File: config.mk
export PLATFORM = sky130hd
export DESIGN_NAME = auth_mem_sequencer
export DESIGN_NICKNAME = d
export VERILOG_FILES = /design/src/rtl/auth_pkg.sv /design/src/rtl/auth_decide.sv /design/src/rtl/auth_mem_sequencer.sv
export SDC_FILE = /design/constraint.sdc
export NUM_CORES = 1
export LEC_CHECK = 0
export CORE_MARGIN = 2
export CORE_UTILIZATION = 54
export CTS_BUF_LIST = sky130_fd_sc_hd__clkbuf_8
export CTS_CLUSTER_SIZE = 16
export DETAILED_ROUTE_END_ITERATION = 10
export PLACE_DENSITY = 0.9
export SLEW_MARGIN = 20
export SYNTH_ARGS = -nofsm -noshare
export SYNTH_HDL_FRONTEND = slang
export SYNTH_SLANG_ARGS = --single-unit
File: constraint.sdc
create_clock -name clk -period 4.3 [get_ports clk]
set_input_delay 0.86 -clock clk [delete_from_list [all_inputs] [get_ports clk]]
set_output_delay 0.86 -clock clk [all_outputs]
set_load 0.01 [all_outputs]
File: src/rtl/auth_pkg.sv
// Shared definitions for the credential SRAM sequencer.
// Provides the default widths, op codes, result codes, the empty-slot
// password marker and the sequencer state encoding.
package auth_pkg;

    localparam int unsigned ADDR_W_DEF    = 4;
    localparam int unsigned PASS_W_DEF    = 16;
    localparam int unsigned CNT_W_DEF     = 2;
    localparam int unsigned MAX_TRIES_DEF = 3;
    localparam int unsigned OP_W          = 3;
    localparam int unsigned RES_W         = 3;

    // A stored password of all ones marks an unused slot
    localparam logic [PASS_W_DEF-1:0] PASS_EMPTY = {PASS_W_DEF{1'b1}};

    typedef enum logic [OP_W-1:0] {
        OP_VERIFY  = 3'd0,
        OP_ADD     = 3'd1,
        OP_REMOVE  = 3'd2,
        OP_CHGPASS = 3'd3,
        OP_UNLOCK  = 3'd4
    } op_e;

    typedef enum logic [RES_W-1:0] {
        RES_OK         = 3'd0,
        RES_BAD_PASS   = 3'd1,
        RES_LOCKED     = 3'd2,
        RES_LOCKED_NOW = 3'd3,
        RES_DENIED     = 3'd4,
        RES_EXISTS     = 3'd5,
        RES_EMPTY      = 3'd6,
        RES_BAD_OP     = 3'd7
    } res_e;

    typedef enum logic [2:0] {
        ST_IDLE = 3'd0,
        ST_RD   = 3'd1,
        ST_EVAL = 3'd2,
        ST_WR   = 3'd3,
        ST_DONE = 3'd4
    } state_e;

endpackage

File: src/rtl/auth_decide.sv
// Combinational decision for one credential request.
// Inputs : latched request (op, req_pass, req_admin, sess_admin) and the
//          stored slot fields (st_pass, st_admin, st_lock, st_count).
// Outputs: result code, admin flag to report, per-field write enables and
//          write data for the write-back cycle.
module auth_decide
    import auth_pkg::*;
#(
    parameter int unsigned PASS_W    = PASS_W_DEF,
    parameter int unsigned CNT_W     = CNT_W_DEF,
    parameter int unsigned MAX_TRIES = MAX_TRIES_DEF
) (
    input  logic [OP_W-1:0]   op,
    input  logic [PASS_W-1:0] req_pass,
    input  logic              req_admin,
    input  logic              sess_admin,
    input  logic [PASS_W-1:0] st_pass,
    input  logic              st_admin,
    input  logic              st_lock,
    input  logic [CNT_W-1:0]  st_count,
    output res_e              result_c,
    output logic              is_admin_c,
    output logic              we_pass_c,
    output logic              we_admin_c,
    output logic              we_lock_c,
    output logic              we_count_c,
    output logic [PASS_W-1:0] wr_pass_c,
    output logic              wr_admin_c,
    output logic              wr_lock_c,
    output logic [CNT_W-1:0]  wr_count_c
);

    localparam logic [PASS_W-1:0] EMPTY_PASS = {PASS_W{1'b1}};
    localparam logic [CNT_W:0]    TRIES_LIM  = (CNT_W+1)'(MAX_TRIES);

    logic             slot_empty;
    logic             pass_match;
    logic [CNT_W:0]   tries;
    logic [CNT_W-1:0] tries_sat;

    // Decision table; anything not explicitly granted writes nothing
    always_comb begin
        slot_empty = (st_pass == EMPTY_PASS);
        pass_match = (st_pass == req_pass);
        tries      = {1'b0, st_count} + (CNT_W+1)'(1);
        // Counter saturates instead of wrapping back to zero
        tries_sat  = tries[CNT_W] ? {CNT_W{1'b1}} : tries[CNT_W-1:0];

        result_c   = RES_BAD_OP;
        is_admin_c = 1'b0;
        we_pass_c  = 1'b0;
        we_admin_c = 1'b0;
        we_lock_c  = 1'b0;
        we_count_c = 1'b0;
        wr_pass_c  = req_pass;
        wr_admin_c = 1'b0;
        wr_lock_c  = 1'b0;
        wr_count_c = '0;

        case (op)
            OP_VERIFY: begin
                if (slot_empty) begin
                    result_c = RES_EMPTY;
                end else if (st_lock) begin
                    result_c = RES_LOCKED;
                end else if (pass_match) begin
                    result_c   = RES_OK;
                    is_admin_c = st_admin;
                    we_count_c = 1'b1;
                end else begin
                    we_count_c = 1'b1;
                    wr_count_c = tries_sat;
                    if (tries >= TRIES_LIM) begin
                        result_c  = RES_LOCKED_NOW;
                        we_lock_c = 1'b1;
                        wr_lock_c = 1'b1;
                    end else begin
                        result_c = RES_BAD_PASS;
                    end
                end
            end
            OP_ADD: begin
                if (!sess_admin) begin
                    result_c = RES_DENIED;
                end else if (!slot_empty) begin
                    result_c = RES_EXISTS;
                end else begin
                    result_c   = RES_OK;
                    {we_pass_c, we_admin_c, we_lock_c, we_count_c} = 4'b1111;
                    wr_admin_c = req_admin;
                end
            end
            OP_REMOVE: begin
                if (!sess_admin) begin
                    result_c = RES_DENIED;
                end else if (slot_empty) begin
                    result_c = RES_EMPTY;
                end else begin
                    result_c  = RES_OK;
                    {we_pass_c, we_admin_c, we_lock_c, we_count_c} = 4'b1111;
                    wr_pass_c = EMPTY_PASS;
                end
            end
            OP_CHGPASS: begin
                // Writing the empty marker would silently delete the slot
                if (req_pass == EMPTY_PASS) begin
                    result_c = RES_BAD_OP;
                end else if (slot_empty) begin
                    result_c = RES_EMPTY;
                end else if (st_lock && !sess_admin) begin
                    result_c = RES_LOCKED;
                end else begin
                    result_c  = RES_OK;
                    we_pass_c = 1'b1;
                end
            end
            OP_UNLOCK: begin
                if (!sess_admin) begin
                    result_c = RES_DENIED;
                end else if (slot_empty) begin
                    result_c = RES_EMPTY;
                end else begin
                    result_c   = RES_OK;
                    we_lock_c  = 1'b1;
                    we_count_c = 1'b1;
                end
            end
            default: result_c = RES_BAD_OP;
        endcase
    end

endmodule

File: src/rtl/auth_mem_sequencer.sv
// Credential SRAM sequencer: accepts one request at a time, reads the slot,
// decides, optionally writes back, then pulses done with a result code.
// Ports: clk/RST; request handshake req_valid/req_op/req_addr/req_pass/
//        req_admin/sess_admin; status busy/done/result/is_admin;
//        SRAM master mem_cs/mem_*_rw/mem_addr/mem_*_in, read data mem_*_out.
module auth_mem_sequencer
    import auth_pkg::*;
#(
    parameter int unsigned ADDR_W    = ADDR_W_DEF,
    parameter int unsigned PASS_W    = PASS_W_DEF,
    parameter int unsigned CNT_W     = CNT_W_DEF,
    parameter int unsigned MAX_TRIES = MAX_TRIES_DEF
) (
    input  logic              clk,
    input  logic              RST,
    input  logic              req_valid,
    input  logic [OP_W-1:0]   req_op,
    input  logic [ADDR_W-1:0] req_addr,
    input  logic [PASS_W-1:0] req_pass,
    input  logic              req_admin,
    input  logic              sess_admin,
    output logic              busy,
    output logic              done,
    output logic [RES_W-1:0]  result,
    output logic              is_admin,
    output logic              mem_cs,
    output logic              mem_pass_rw,
    output logic              mem_admin_rw,
    output logic              mem_lock_rw,
    output logic              mem_count_rw,
    output logic [ADDR_W-1:0] mem_addr,
    output logic [PASS_W-1:0] mem_pass_in,
    output logic [CNT_W-1:0]  mem_count_in,
    output logic              mem_admin_in,
    output logic              mem_lock_in,
    input  logic [PASS_W-1:0] mem_pass_out,
    input  logic [CNT_W-1:0]  mem_count_out,
    input  logic              mem_admin_out,
    input  logic              mem_lock_out
);

    state_e            state_q, state_d;
    logic [OP_W-1:0]   op_q, op_d;
    logic [ADDR_W-1:0] addr_q, addr_d;
    logic [PASS_W-1:0] pass_q, pass_d;
    logic              admin_q, admin_d;
    logic              sess_q, sess_d;
    res_e              res_q, res_d;
    logic              pend_admin_q, pend_admin_d;
    logic              busy_q, busy_d;
    logic              done_q, done_d;
    logic [RES_W-1:0]  result_q, result_d;
    logic              is_admin_q, is_admin_d;
    logic              cs_q, cs_d;
    logic [3:0]        rw_q, rw_d;       // {pass, admin, lock, count}
    logic [ADDR_W-1:0] maddr_q, maddr_d;
    logic [PASS_W-1:0] wpass_q, wpass_d;
    logic [CNT_W-1:0]  wcount_q, wcount_d;
    logic              wadmin_q, wadmin_d;
    logic              wlock_q, wlock_d;

    res_e              dec_result;
    logic              dec_is_admin;
    logic [3:0]        dec_we;
    logic [PASS_W-1:0] dec_pass;
    logic              dec_admin;
    logic              dec_lock;
    logic [CNT_W-1:0]  dec_count;

    // Decision works on read data while it is valid during EVAL
    auth_decide #(
        .PASS_W    (PASS_W),
        .CNT_W     (CNT_W),
        .MAX_TRIES (MAX_TRIES)
    ) u_decide (
        .op         (op_q),
        .req_pass   (pass_q),
        .req_admin  (admin_q),
        .sess_admin (sess_q),
        .st_pass    (mem_pass_out),
        .st_admin   (mem_admin_out),
        .st_lock    (mem_lock_out),
        .st_count   (mem_count_out),
        .result_c   (dec_result),
        .is_admin_c (dec_is_admin),
        .we_pass_c  (dec_we[3]),
        .we_admin_c (dec_we[2]),
        .we_lock_c  (dec_we[1]),
        .we_count_c (dec_we[0]),
        .wr_pass_c  (dec_pass),
        .wr_admin_c (dec_admin),
        .wr_lock_c  (dec_lock),
        .wr_count_c (dec_count)
    );

    // Next-state and registered-output logic; SRAM controls idle at zero
    always_comb begin
        state_d      = state_q;
        op_d         = op_q;
        addr_d       = addr_q;
        pass_d       = pass_q;
        admin_d      = admin_q;
        sess_d       = sess_q;
        res_d        = res_q;
        pend_admin_d = pend_admin_q;
        busy_d       = 1'b0;
        done_d       = 1'b0;
        result_d     = result_q;
        is_admin_d   = 1'b0;
        cs_d         = 1'b0;
        rw_d         = 4'b0000;
        maddr_d      = '0;
        wpass_d      = '0;
        wcount_d     = '0;
        wadmin_d     = 1'b0;
        wlock_d      = 1'b0;

        case (state_q)
            ST_IDLE: begin
                if (req_valid) begin
                    state_d = ST_RD;
                    op_d    = req_op;
                    addr_d  = req_addr;
                    pass_d  = req_pass;
                    admin_d = req_admin;
                    sess_d  = sess_admin;
                    busy_d  = 1'b1;
                    cs_d    = 1'b1;
                    maddr_d = req_addr;
                end
            end
            ST_RD: begin
                state_d = ST_EVAL;
                busy_d  = 1'b1;
            end
            ST_EVAL: begin
                state_d      = ST_WR;
                busy_d       = 1'b1;
                res_d        = dec_result;
                pend_admin_d = dec_is_admin;
                if (dec_we != 4'b0000) begin
                    cs_d     = 1'b1;
                    rw_d     = dec_we;
                    maddr_d  = addr_q;
                    wpass_d  = dec_pass;
                    wadmin_d = dec_admin;
                    wlock_d  = dec_lock;
                    wcount_d = dec_count;
                end
            end
            ST_WR: begin
                state_d = ST_DONE;
                busy_d  = 1'b1;
            end
            ST_DONE: begin
                state_d    = ST_IDLE;
                done_d     = 1'b1;
                result_d   = RES_W'(res_q);
                is_admin_d = pend_admin_q;
            end
            default: state_d = ST_IDLE;
        endcase
    end

    // State and output registers; reset clears every output immediately
    always_ff @(posedge clk or posedge RST) begin
        if (RST) begin
            state_q      <= ST_IDLE;
            op_q         <= '0;
            addr_q       <= '0;
            pass_q       <= '0;
            admin_q      <= 1'b0;
            sess_q       <= 1'b0;
            res_q        <= RES_OK;
            pend_admin_q <= 1'b0;
            busy_q       <= 1'b0;
            done_q       <= 1'b0;
            result_q     <= '0;
            is_admin_q   <= 1'b0;
            cs_q         <= 1'b0;
            rw_q         <= 4'b0000;
            maddr_q      <= '0;
            wpass_q      <= '0;
            wcount_q     <= '0;
            wadmin_q     <= 1'b0;
            wlock_q      <= 1'b0;
        end else begin
            state_q      <= state_d;
            op_q         <= op_d;
            addr_q       <= addr_d;
            pass_q       <= pass_d;
            admin_q      <= admin_d;
            sess_q       <= sess_d;
            res_q        <= res_d;
            pend_admin_q <= pend_admin_d;
            busy_q       <= busy_d;
            done_q       <= done_d;
            result_q     <= result_d;
            is_admin_q   <= is_admin_d;
            cs_q         <= cs_d;
            rw_q         <= rw_d;
            maddr_q      <= maddr_d;
            wpass_q      <= wpass_d;
            wcount_q     <= wcount_d;
            wadmin_q     <= wadmin_d;
            wlock_q      <= wlock_d;
        end
    end

    assign busy         = busy_q;
    assign done         = done_q;
    assign result       = result_q;
    assign is_admin     = is_admin_q;
    assign mem_cs       = cs_q;
    assign mem_pass_rw  = rw_q[3];
    assign mem_admin_rw = rw_q[2];
    assign mem_lock_rw  = rw_q[1];
    assign mem_count_rw = rw_q[0];
    assign mem_addr     = maddr_q;
    assign mem_pass_in  = wpass_q;
    assign mem_count_in = wcount_q;
    assign mem_admin_in = wadmin_q;
    assign mem_lock_in  = wlock_q;

endmodule

==> results.toml, run 1 <==
[logic_synthesis]
postSynthCellCount = 309
synth_top_flop_cell = "dfrtp_1"
mappedNetlistNets = 357
synth_area_mm2 = 0.003193
yosys-top-cells-area = "dfrtp_1 53%, nand2_1 8.9%, a21oi_2 4.7%"
ys.warnings.count = 0
synth.distinct_cells = 47
ys_seq_elements = 67
synth.top_cell.area_share = 0.5251
synth.largest_area_cell = "dfrtp_1"
synthTopCellsByCount = "76 x nand2_1, 67 x dfrtp_1, 29 x nor2_1, 17 x a21oi_2, 17 x xor2_1"
postSynthAreaPerCell_um2 = 10.33
synth_most_common_cell = "nand2_1"
number_of_synthesized_flops_with_an_enable_pin = 0
yosysSeqAreaShare = 0.5251
postSynth.asyncResetShare = 1.000

[power_and_ir_drop]
power_leakage_nw = 1.829
ir_drop_uv = 337.1
power_density_mw_per_mm2 = 559.3

[critical_path]
worst-path-stages = 7
setup.worst_path.end_class = "register"
timing.critical_path.to = "mem_cs"
timing.critical_path.required_ps = 4460
critical_path_peak_fanout = 12
worstRegToRegCells = 6
cpPeakStageDelay_ps = 700
critical-path-top-delay-family = "simple AND/OR/NAND/NOR gates"
cp_num_buf_inv = 2
cp-start-kind = "primary input"
critical_path.reg2reg.endpoint = "mem_cs"
r2r_slack_ps = 1590
startpoint = "mem_pass_out[6]"
r2r_start = "pass_q[15]"
critPathKind = "primary input to register"
worstPathArrival_ps = 3370
timing.critical_path.cells = "clkdlybuf4s50_1 > nand4_2 > nor4_1 > nor3_2 > o31ai_4 > buf_4 > nand3_1"
critical-path-slowest-cell = "o31ai_4"

[sta]
total_count_of_max_transition_violations_in_the_final_report = 0
max-slew-margin-rel = 0.3357
hold_viol = 0
fin_tns_setup_ps = 0
setup_viol_count_final = 0
finalCritPeriodShare = 0.7463
unrepaired_setup_endpoints_after_global_routing = "no"
final_period_minus_worst_setup_slack_ps = 3209
max_freq_ghz = 0.3116
clock_skew_ps = 5.779
tightestPinTransition_ps = 982.7

[floorplanning]
die_h_um = 80.90
dieWidth_um = 80.90
design.core.area_mm2 = 0.005816
initial_core_utilization = 0.5491
total_i_o_pin_count = 83
floorplan.rows = 28
die_area_mm2 = 0.006544

[detailed_routing]
drtAntennaViolNets = 0
route.final.wire_length_um = 7474
avgRoutedWirePerCell_um = 15.94
num_vias = 2552
drc = 0
drt_pass1_iterations = 5
drt_iter0_markers = 140
vias_per_cell = 5.441

[grt]
grt_max_degree = 43
antenna_found_initial = 0
globalRoute.totalOverflow = 0
grt_first_pass_wirelength_um = 12280
gr-usage-all-layers = 0.2536
first_global_vias = 2568

[clock_network]
post_cts_buffers = 0
tritoncts = "yes"
worst_skew_pair.late_latency_ps = 340
h-tree-depth = 3
clk_pin_slew_worst_paths_ps = 60
number_of_clock_sinks = 67
cts_resized = 0
number_of_buffers_created_by_cts = 9
ctsHoldBuffers = 0
cts.root.buffer_cell = "clkbuf_8"
cts_buffer_depth = 2

[cells_and_area]
syn_to_final_growth_pct = 30.45
nets = 439
n_fill_cell = 430
count_of_inserted_antenna_diode_cells = 0
final_cells = 469
final_layout_size_suffix_gt1_frac = 0.1345

[placement]
place_inst = 455
gp_routability_congestion = 0.8648
dp_hpwl_um = 5608
port-buffer-count = 82

[job]
max_cap_viol_count = 0

[status]
status = "finished, final reports clean"

[worst_hold_path]
worst_hold_path_type = "register to register"
-- cell type report --
cell class	count	area [µm²]	share of cell area
multi-input combinational	216	1353	0.3247
sequential	67	1677	0.4025
tap	75	93.84	0.02253
clock inverter	5	18.77	0.004506
inverter	9	33.78	0.008111
timing repair buffer	88	865.8	0.2079
clock buffer	9	123.9	0.02974
-- worst min-delay path by stage --
stage	startpoint	endpoint	slack, ps	depth (start not counted)
final	pend_admin_q	is_admin	480	1
after CTS	pend_admin_q	is_admin	490	1
after global placement	pend_admin_q	pend_admin_q	470	2
after detailed placement	pend_admin_q	is_admin	480	1
after global routing	pend_admin_q	is_admin	500	1
after floorplan	pend_admin_q	pend_admin_q	440	2
-- logic make-up (layout without fill, tap and decap cells) --
logic type	Yosys count	count (layout)	share of synthesized area
AND/OR/NAND/NOR	141	141	0.2167
flip-flops	67	67	0.5251
AO/OA/AOI/OAI	53	53	0.1364
multiplexers	4	4	0.01763
buffers and inverters	26	111	0.05486
XOR/XNOR	18	18	0.04937
-- power by group --
| part | leakage [nW] | switching (mW) | internal, mW | total (mW) |
|---|---|---|---|---|
| Combinational | 0.868 | 0.470 | 0.402 | 0.872 |
| Sequential | 0.869 | 0.231 | 0.833 | 1.06 |
| Clock | 0.0913 | 0.201 | 0.192 | 0.393 |
-- through the flow --
| stage | setup WS, ps | utilization | total power [mW] | area (µm²) | hold slack [ps] |
|---|---|---|---|---|---|
| final | 1091 | 0.7162 | 2.330 | 4165 | 481.9 |
| after global placement | 864.4 | 0.6917 | 1.895 | 4023 | 469.2 |
| after global routing | 965.9 | 0.7162 | 2.488 | 4165 | 504.1 |
| after floorplan | 1757 | - | 1.637 | 3193 | 441.8 |
| after detailed placement | 802.0 | 0.6917 | 1.934 | 4023 | 479.2 |
| after CTS | 1137 | 0.7162 | 2.335 | 4165 | 491.8 |
-- metal layers --
metal / routed length, µm / GRT usage
met5: 0 / 0
met4: 272 / 0.1322
met3: 415 / 0.05667
met2: 3749 / 0.4157
met1: 3037 / 0.3153
-- sequential cells by signal (all words and copies together) (netlist names), 2 cells and up --
name and count:
pass_q 16, rw_q 4, mem_pass_in 16, result 3, op_q 3, res_q 3, addr_q 4, state_q 3
mem_count_in 2, mem_addr 4
-- cell usage in the layout (no fill, tap or decap), types with 9 or more instances in the layout --
cell type and count:
a21oi_2 17, clkbuf_8 9, clkdlybuf4s50_1 82, dfrtp_1 67, inv_1 13, nand2_1 76, nor2_1 29, o21ai_0 9
xor2_1 17
-- worst register-to-register path, cell delays in order, from the launching register on --
cell and delay [ps]:
dfrtp_1 470, nand4_1 150, nor4_1 620, nor4b_1 260
o31ai_4 680, buf_4 270, nand3_1 100
No activity file was read; power rests on OpenSTA's default activity.
==> inputs of run 2 (changes only) <==
CORE_UTILIZATION = 50   (was 54)
PLACE_DENSITY = 0.85   (was 0.9)
clock period = 3.3 ns   (was 4.3 ns; I/O delays follow)
==> run 2 against run 1 <==
  * Utilization decreased by 3.6 points
  * Setup slack got worse by 380 ps
  * Register-to-register slack lost 630 ps
  * Clock-buffer cell count rose by 4
  * Hold slack worse by 7.6 ps
  * Critical path type unchanged
  * Largest power group unchanged
==> results.toml, run 2 (synthesized netlist as in run 1, its figures left out) <==
[status]
status = "finished, final reports clean"

[cells_and_area]
n_fill_cell = 486
syn_to_final_growth_pct = 33.70
final_layout_size_suffix_gt1_frac = 0.1508
finalInstanceArea_mm2 = 0.004269
most_common_cell_after_layout_fill_and_taps_aside = "clkdlybuf4s50_1"
layout_common_cells = "82 x clkdlybuf4s50_1, 76 x nand2_1, 67 x dfrtp_1"
nets = 441
count_of_inserted_antenna_diode_cells = 0

[clock_network]
h-tree-depth = 3
ctsHoldBuffers = 0
cts_resized = 0
post_cts_buffers = 0
cts_buffer_depth = 2
number_of_clock_sinks = 67
worst_skew_pair.late_latency_ps = 340
cts.root.buffer_cell = "clkbuf_8"
number_of_buffers_created_by_cts = 9
clk_pin_slew_worst_paths_ps = 70
tritoncts = "yes"

[critical_path]
critPathKind = "primary input to register"
setup.worst_path.end_class = "register"
worstRegToRegCells = 7
cp-start-kind = "primary input"
critical_path_peak_fanout = 27
r2r_start = "pass_q[15]"
worstPathArrival_ps = 2770
r2r_slack_ps = 960
timing.critical_path.required_ps = 3480
critical_path.reg2reg.endpoint = "mem_cs"

[floorplanning]
total_i_o_pin_count = 83
die_area_mm2 = 0.007042
floorplan.rows = 29
dieWidth_um = 83.92
die_h_um = 83.92
initial_core_utilization = 0.5087
design.core.area_mm2 = 0.006277

[sta]
setup_viol_count_final = 0
final_period_minus_worst_setup_slack_ps = 2593
unrepaired_setup_endpoints_after_global_routing = "no"
fin_tns_setup_ps = 0
max_freq_ghz = 0.3857
clock_skew_ps = 5.228
hold_viol = 0
max-slew-margin-rel = 0.4362
tightestPinTransition_ps = 843.1
total_count_of_max_transition_violations_in_the_final_report = 0
finalCritPeriodShare = 0.7857

[placement]
dp_hpwl_um = 5494
gp_routability_congestion = 0.9339
port-buffer-count = 82
placedInstanceArea_mm2 = 0.004078

[worst_hold_path]
worst_hold_start = "pend_admin_q"
worstHoldPathCells = 2
worstHoldEndpoint = "pend_admin_q"
worst_hold_path_type = "register to register"

[detailed_routing]
drt_pass1_iterations = 4
drt_iter0_markers = 163
drc = 0
num_vias = 2550
avgRoutedWirePerCell_um = 15.73
vias_per_cell = 5.368
drtAntennaViolNets = 0
route.final.wire_length_um = 7471

[power_and_ir_drop]
ir_drop_uv = 390.4
switching_share = 0.3780
internal_power_mw = 1.970
power_leakage_nw = 1.875
power_density_mw_per_mm2 = 742.0
power_switching_mw = 1.198
power.clock.fraction = 0.200
comb_power_share = 0.365
pwr-share-seq = 0.436

[grt]
gr-usage-all-layers = 0.2266
grt_first_pass_wirelength_um = 12520
first_global_vias = 2615
globalRoute.totalOverflow = 0
grt_max_degree = 40
antenna_found_initial = 0

[job]
max_cap_viol_count = 0
-- run 2: worst max-delay path, stage by stage --
cell,delay [ps]
clkdlybuf4s50_1,530
nand4_2,180
or4_4,630
mux2i_4,220
o221ai_4,210
buf_12,240
nand3_1,90
-- run 2: area by class of cell --
type	instances	area, µm²	share of cell area
sequential	67	1677	0.3927
multi-input combinational	216	1353	0.3168
timing repair buffer	90	918.4	0.2151
clock buffer	13	178.9	0.04191
tap	77	96.34	0.02257
inverter	9	33.78	0.007913
clock inverter	3	12.51	0.002931
-- run 2: worst max-delay path by stage --
stage,cells after the start,startpoint,to
final,7,mem_pass_out[4],mem_cs
after global routing,7,mem_pass_out[4],mem_cs
after CTS,7,mem_pass_out[4],mem_cs
after detailed placement,7,mem_pass_out[4],mem_cs
after global placement,7,mem_pass_out[6],mem_cs
after floorplan,1,RST,addr_q[0]
-- run 2: power by group through the flow --
stage | Clock [mW] | Combinational [mW] | Sequential [mW]
floorplan | 0 | 0.843 | 1.29
global placement | 0 | 1.11 | 1.37
detailed placement | 0 | 1.15 | 1.38
CTS | 0.645 | 1.16 | 1.37
global route | 0.676 | 1.29 | 1.42
finish | 0.632 | 1.15 | 1.38
-- run 2: per-stage QoR --
stage,hold slack (ps),instances,total power [mW],setup WS (ps),util
after floorplan,441.8,309,2.133,956.8,-
after detailed placement,467.2,459,2.536,366.2,0.6496
after global placement,466.7,459,2.488,426.7,0.6496
final,474.3,475,3.168,707.1,0.6801
after CTS,479.0,475,3.177,726.3,0.6801
after global routing,511.5,475,3.376,617.7,0.6801
-- run 2: layer usage --
layer | wire length [µm] | GRT usage | vias up
met4 | 115 | 0.09971 | 0
li1 | - | - | 1219
met2 | 3777 | 0.3695 | 115
met1 | 3053 | 0.2959 | 1206
met3 | 524 | 0.04253 | 10
met5 | 0 | 0 | -
==> RTL change 1, RTL diff (flow settings as in run 2) <==
`ADDR_W_DEF`: 4 -> 5.
--- a/src/rtl/auth_pkg.sv
+++ b/src/rtl/auth_pkg.sv
@@ -3,7 +3,7 @@
 // password marker and the sequencer state encoding.
 package auth_pkg;
 
-    localparam int unsigned ADDR_W_DEF    = 4;
+    localparam int unsigned ADDR_W_DEF    = 5;
     localparam int unsigned PASS_W_DEF    = 16;
     localparam int unsigned CNT_W_DEF     = 2;
     localparam int unsigned MAX_TRIES_DEF = 3;
Ports: changed (resized mem_addr and req_addr); port bits go from 83 to 85. No check against the original RTL was run, so the function may have changed too.
==> RTL change 1 against run 2 <==
Power increased by 3.2%. Sequential share of layout area increased by 1.8 points. Cell area decreased by 1.6%. Routed wire length decreased by 3.7%. Fmax decreased by 1.7%. Utilization increased by 3.0 points. Sequential cell count increased by 2. Critical path type unchanged. Clock power increased by 17%. Count of clock-buffer cells in the layout decreased by 4. Area after synthesis decreased by 4.5%. Critical path depth unchanged. Cell count increased by 1.7%. Setup slack got worse by 0.044 ns.
==> RTL change 1: results <==
group,metric,value,unit
critical_path,r2r-start,"pass_q[14]",
final_layout,seqCellArea,0.00173,mm^2
critical_path,worstPathArrival,2.83,ns
global_routing,use_met3,5.65,%
final_layout,multi_input_cells,224,
placement,hpwl,5340,um
route,vias,2574,
timing,worstMarginPinSlew,0.658,ns
critical_path,reg2reg_slack,1.13,ns
final_layout,final_util,71.0,%
global_routing,grt_util_met1,31.0,%
synthesis,yosys-top-cells-count,"85 x nand2_1, 69 x dfrtp_1, 27 x nor2_1, 23 x a21oi_1, 16 x xor2_1",
route,wl_met2,3530,um
timing,clock_skew,0.00700,ns
worst_hold_path,hold_start,"addr_q[2]",
final_layout,multi_input_area,0.00122,mm^2
power_and_ir_drop,p_leak,1.91,nW
global_routing,grt_usage,22.8,%
final_layout,bufAreaShareNonClock,22.1,%
final_layout,nFlopsAndLatches,69,
final_layout,buffers,94,
critical_path,r2r-end,"mem_lock_in",
global_routing,met2_usage,36.3,%
route,drtIter0Drc,245,
placement,portBuffers,84,
outcome,status,"completed",
global_routing,grt_pass1_wl,11400,um
final_layout,drive_gt1_share,8.58,%
synthesis,ys_top_cells_by_area,"dfrtp_1 57%, nand2_1 10%, xor2_1 4.6%",
power_and_ir_drop,vdd_drop_max,0.415,mV
final_layout,clkbuf_count,9,
-- RTL change 1: cell types whose count changed after synthesis, moves of 4 or more --
cell | run 2 | this run
a21oi_1 | 5 | 23
a21oi_2 | 17 | 0
nand2_1 | 76 | 85
clkbuf_1 | 5 | 13
a31oi_1 | 1 | 8
inv_1 | 9 | 5
nand4_1 | 6 | 10
nor2b_1 | 2 | 6
o211ai_1 | 5 | 1
o21ai_0 | 9 | 5
-- RTL change 1: report_power, final --
part | switching [mW] | leakage [nW] | total (mW) | internal (mW)
registers | 0.306 | 0.896 | 1.42 | 1.12
logic | 0.560 | 0.895 | 1.11 | 0.547
clock network | 0.316 | 0.114 | 0.738 | 0.422
-- RTL change 1: worst max-delay path, cell delays in order --
cell and delay, ns:
clkdlybuf4s50_1 0.53, nand4_1 0.19, or4_4 0.61, and3_1 0.20, o31ai_4 0.21, buf_4 0.30
a211oi_1 0.13
-- RTL change 1: through the flow --
| step | cells | setup WS (ns) | power (mW) | hold slack, ns |
|---|---|---|---|---|
| 3_3_place_gp | 467 | 0.436 | 2.48 | 0.458 |
| 5_1_grt | 483 | 0.621 | 3.48 | 0.517 |
| 4_1_cts | 483 | 0.699 | 3.27 | 0.484 |
| 2_1_floorplan | 316 | 0.900 | 2.08 | 0.438 |
| 3_5_place_dp | 467 | 0.332 | 2.54 | 0.468 |
| 6_report | 483 | 0.663 | 3.27 | 0.482 |
-- RTL change 1: cells by family after synthesis --
group / share of synthesized area [%]
AO/OA/AOI/OAI: 10.7
XOR/XNOR: 4.88
buffers and inverters: 3.65
flip-flops: 56.6
multiplexers: 1.11
AND/OR/NAND/NOR: 23.1
==> RTL change 2, RTL diff (settings of run 2) <==
Made on the original files. The 5 states of `state_e` get a one-hot encoding in 5 bits.
--- a/src/rtl/auth_pkg.sv
+++ b/src/rtl/auth_pkg.sv
@@ -32,12 +32,12 @@
         RES_BAD_OP     = 3'd7
     } res_e;
 
-    typedef enum logic [2:0] {
-        ST_IDLE = 3'd0,
-        ST_RD   = 3'd1,
-        ST_EVAL = 3'd2,
-        ST_WR   = 3'd3,
-        ST_DONE = 3'd4
+    typedef enum logic [4:0] {
+        ST_IDLE = 5'b00001,
+        ST_RD   = 5'b00010,
+        ST_EVAL = 5'b00100,
+        ST_WR   = 5'b01000,
+        ST_DONE = 5'b10000
     } state_e;
 
 endpackage
Function: same outputs for any inputs over 10 cycles, from zero or initial values and one cycle with RST high; not proved beyond that.
==> RTL change 2 against run 2 <==
Power decreased by 5.3%. Cell area decreased by 1.9%. Sequential cell count rose by 2. Routed wire length decreased by 2.5%. Setup slack worse by 0.076 ns. Register-to-register slack better by 0.13 ns. Area after synthesis down 3.8%. Non-clock buffer count shrank 2. Cell count increased by 1.1%. Global-route usage rose by 0.66 points. Combinational power decreased by 28%. Clock skew is 0.0031 ns higher. Critical path depth fell by 1. Die area fell by 3.6%. Critical path type unchanged. Critical endpoint is now mem_count_in[0]. Largest cell class unchanged. Largest power group unchanged.
==> RTL change 2: results <==
group,metric,value,unit
timing,clock_skew,0.00830,ns
route,dr_wl_met3,459,um
global_routing,grt_usage,23.3,%
global_routing,grt_pass1_wl,11600,um
synthesis,yosysWarningCount,0,
worst_hold_path,hold_class,"flop to flop",
timing,timing.hold.ws,0.480,ns
critical_path,cp_slowest_cell,"clkdlybuf4s50_1",
route,vias,2591,
final_layout,nNetsFinal,448,
critical_path,cp_max_fo,26,
route,wl_met2,3620,um
cts,cts_buffers,9,
global_routing,grt_pass1_vias,2477,
route,drt_first_pass_iters,5,
placement,place_congestion,0.897,
global_routing,use_met3,4.78,%
synthesis,synth.distinct_cells,39,
worst_hold_path,worstHoldPathCells,2,
placement,pre_cts_ws,0.347,ns
placement,placed_cells,464,
cts,ctsLongestPathBuffers,2,
synthesis,yosys-top-cells-count,"81 x nand2_1, 68 x dfrtp_1, 30 x nor2_1, 17 x a21oi_1, 16 x xor2_1",
route,viasPerCell,5.40,
power_and_ir_drop,p_leak,1.96,nW
synthesis,ys_top_cells_by_area,"dfrtp_1 55%, nand2_1 9.9%, xor2_1 4.6%",
global_routing,grt_max_degree,70,
timing,worstMarginPinSlew,0.811,ns
route,met1_length,2960,um
global_routing,grt_busiest_layer,"met2",
synthesis,synth.yosys.seq_area_share,56.3,%
placement,hpwl,5270,um
synthesis,syn-num-nets,366,
placement,placed_cell_area,0.00394,mm^2
critical_path,worstPathArrival,2.91,ns
power_and_ir_drop,vdd_drop_max,0.451,mV
cts,cts.clk_slew.worst_paths,0.08,ns
critical_path,max_stage_delay,0.53,ns
final_layout,drive_gt1_share,7.41,%
route,wl,7280,um
synthesis,netlist_instances,318,
critical_path,rr_worst_depth,6,
cts,cts_setup_buffers,0,
outcome,status,"completed",
global_routing,antenna_found_initial,0,
global_routing,grt_util_met1,30.3,%
critical_path,critPathTopFamily,"compound AO/OA/AOI/OAI gates",
cts,cts-htree-levels,3,
route,drtIter0Drc,216,
critical_path,reg2reg_slack,1.09,ns
cts,cts_resized,0,
cts,insertion_delay,0.34,ns
global_routing,met2_usage,37.0,%
[RTL change 2: path summary, 6_finish.rpt]
kind,startpoint,endpoint
max,mem_pass_out[10],mem_count_in[0]
min,result[1],result[1]
max reg2reg,pass_q[15],mem_pass_in[7]
min reg2reg,result[1],result[1]
max in group asynchronous,RST,state_q[0]
min in group asynchronous,RST,rw_q[3]
[RTL change 2: kinds of logic (layout without fill, tap and decap cells)]
kind of cell    after synthesis  after routing  synth area share (%)
simple gates                152            152                  22.9
compound gates               49             49                  10.9
flops                        69             69                  56.3
buf+inv                      31            118                  5.01
xor+xnor                     16             16                  4.56
mux                           1              1                 0.326
[RTL change 2: where the power goes]
group	switching [mW]	internal, mW
combinational	0.460	0.365
clock	0.331	0.507
sequential	0.271	1.07
total	1.06	1.94
[RTL change 2: area by class of cell]
cell class              count  area [um^2]
fillers                   436         1730
inverters                  14         52.6
clock buffers               9          124
multi-input cells         218         1190
flip-flops and latches     69         1730
clock inverters             7          121
well taps                  75         93.8
repair buffers             88          878
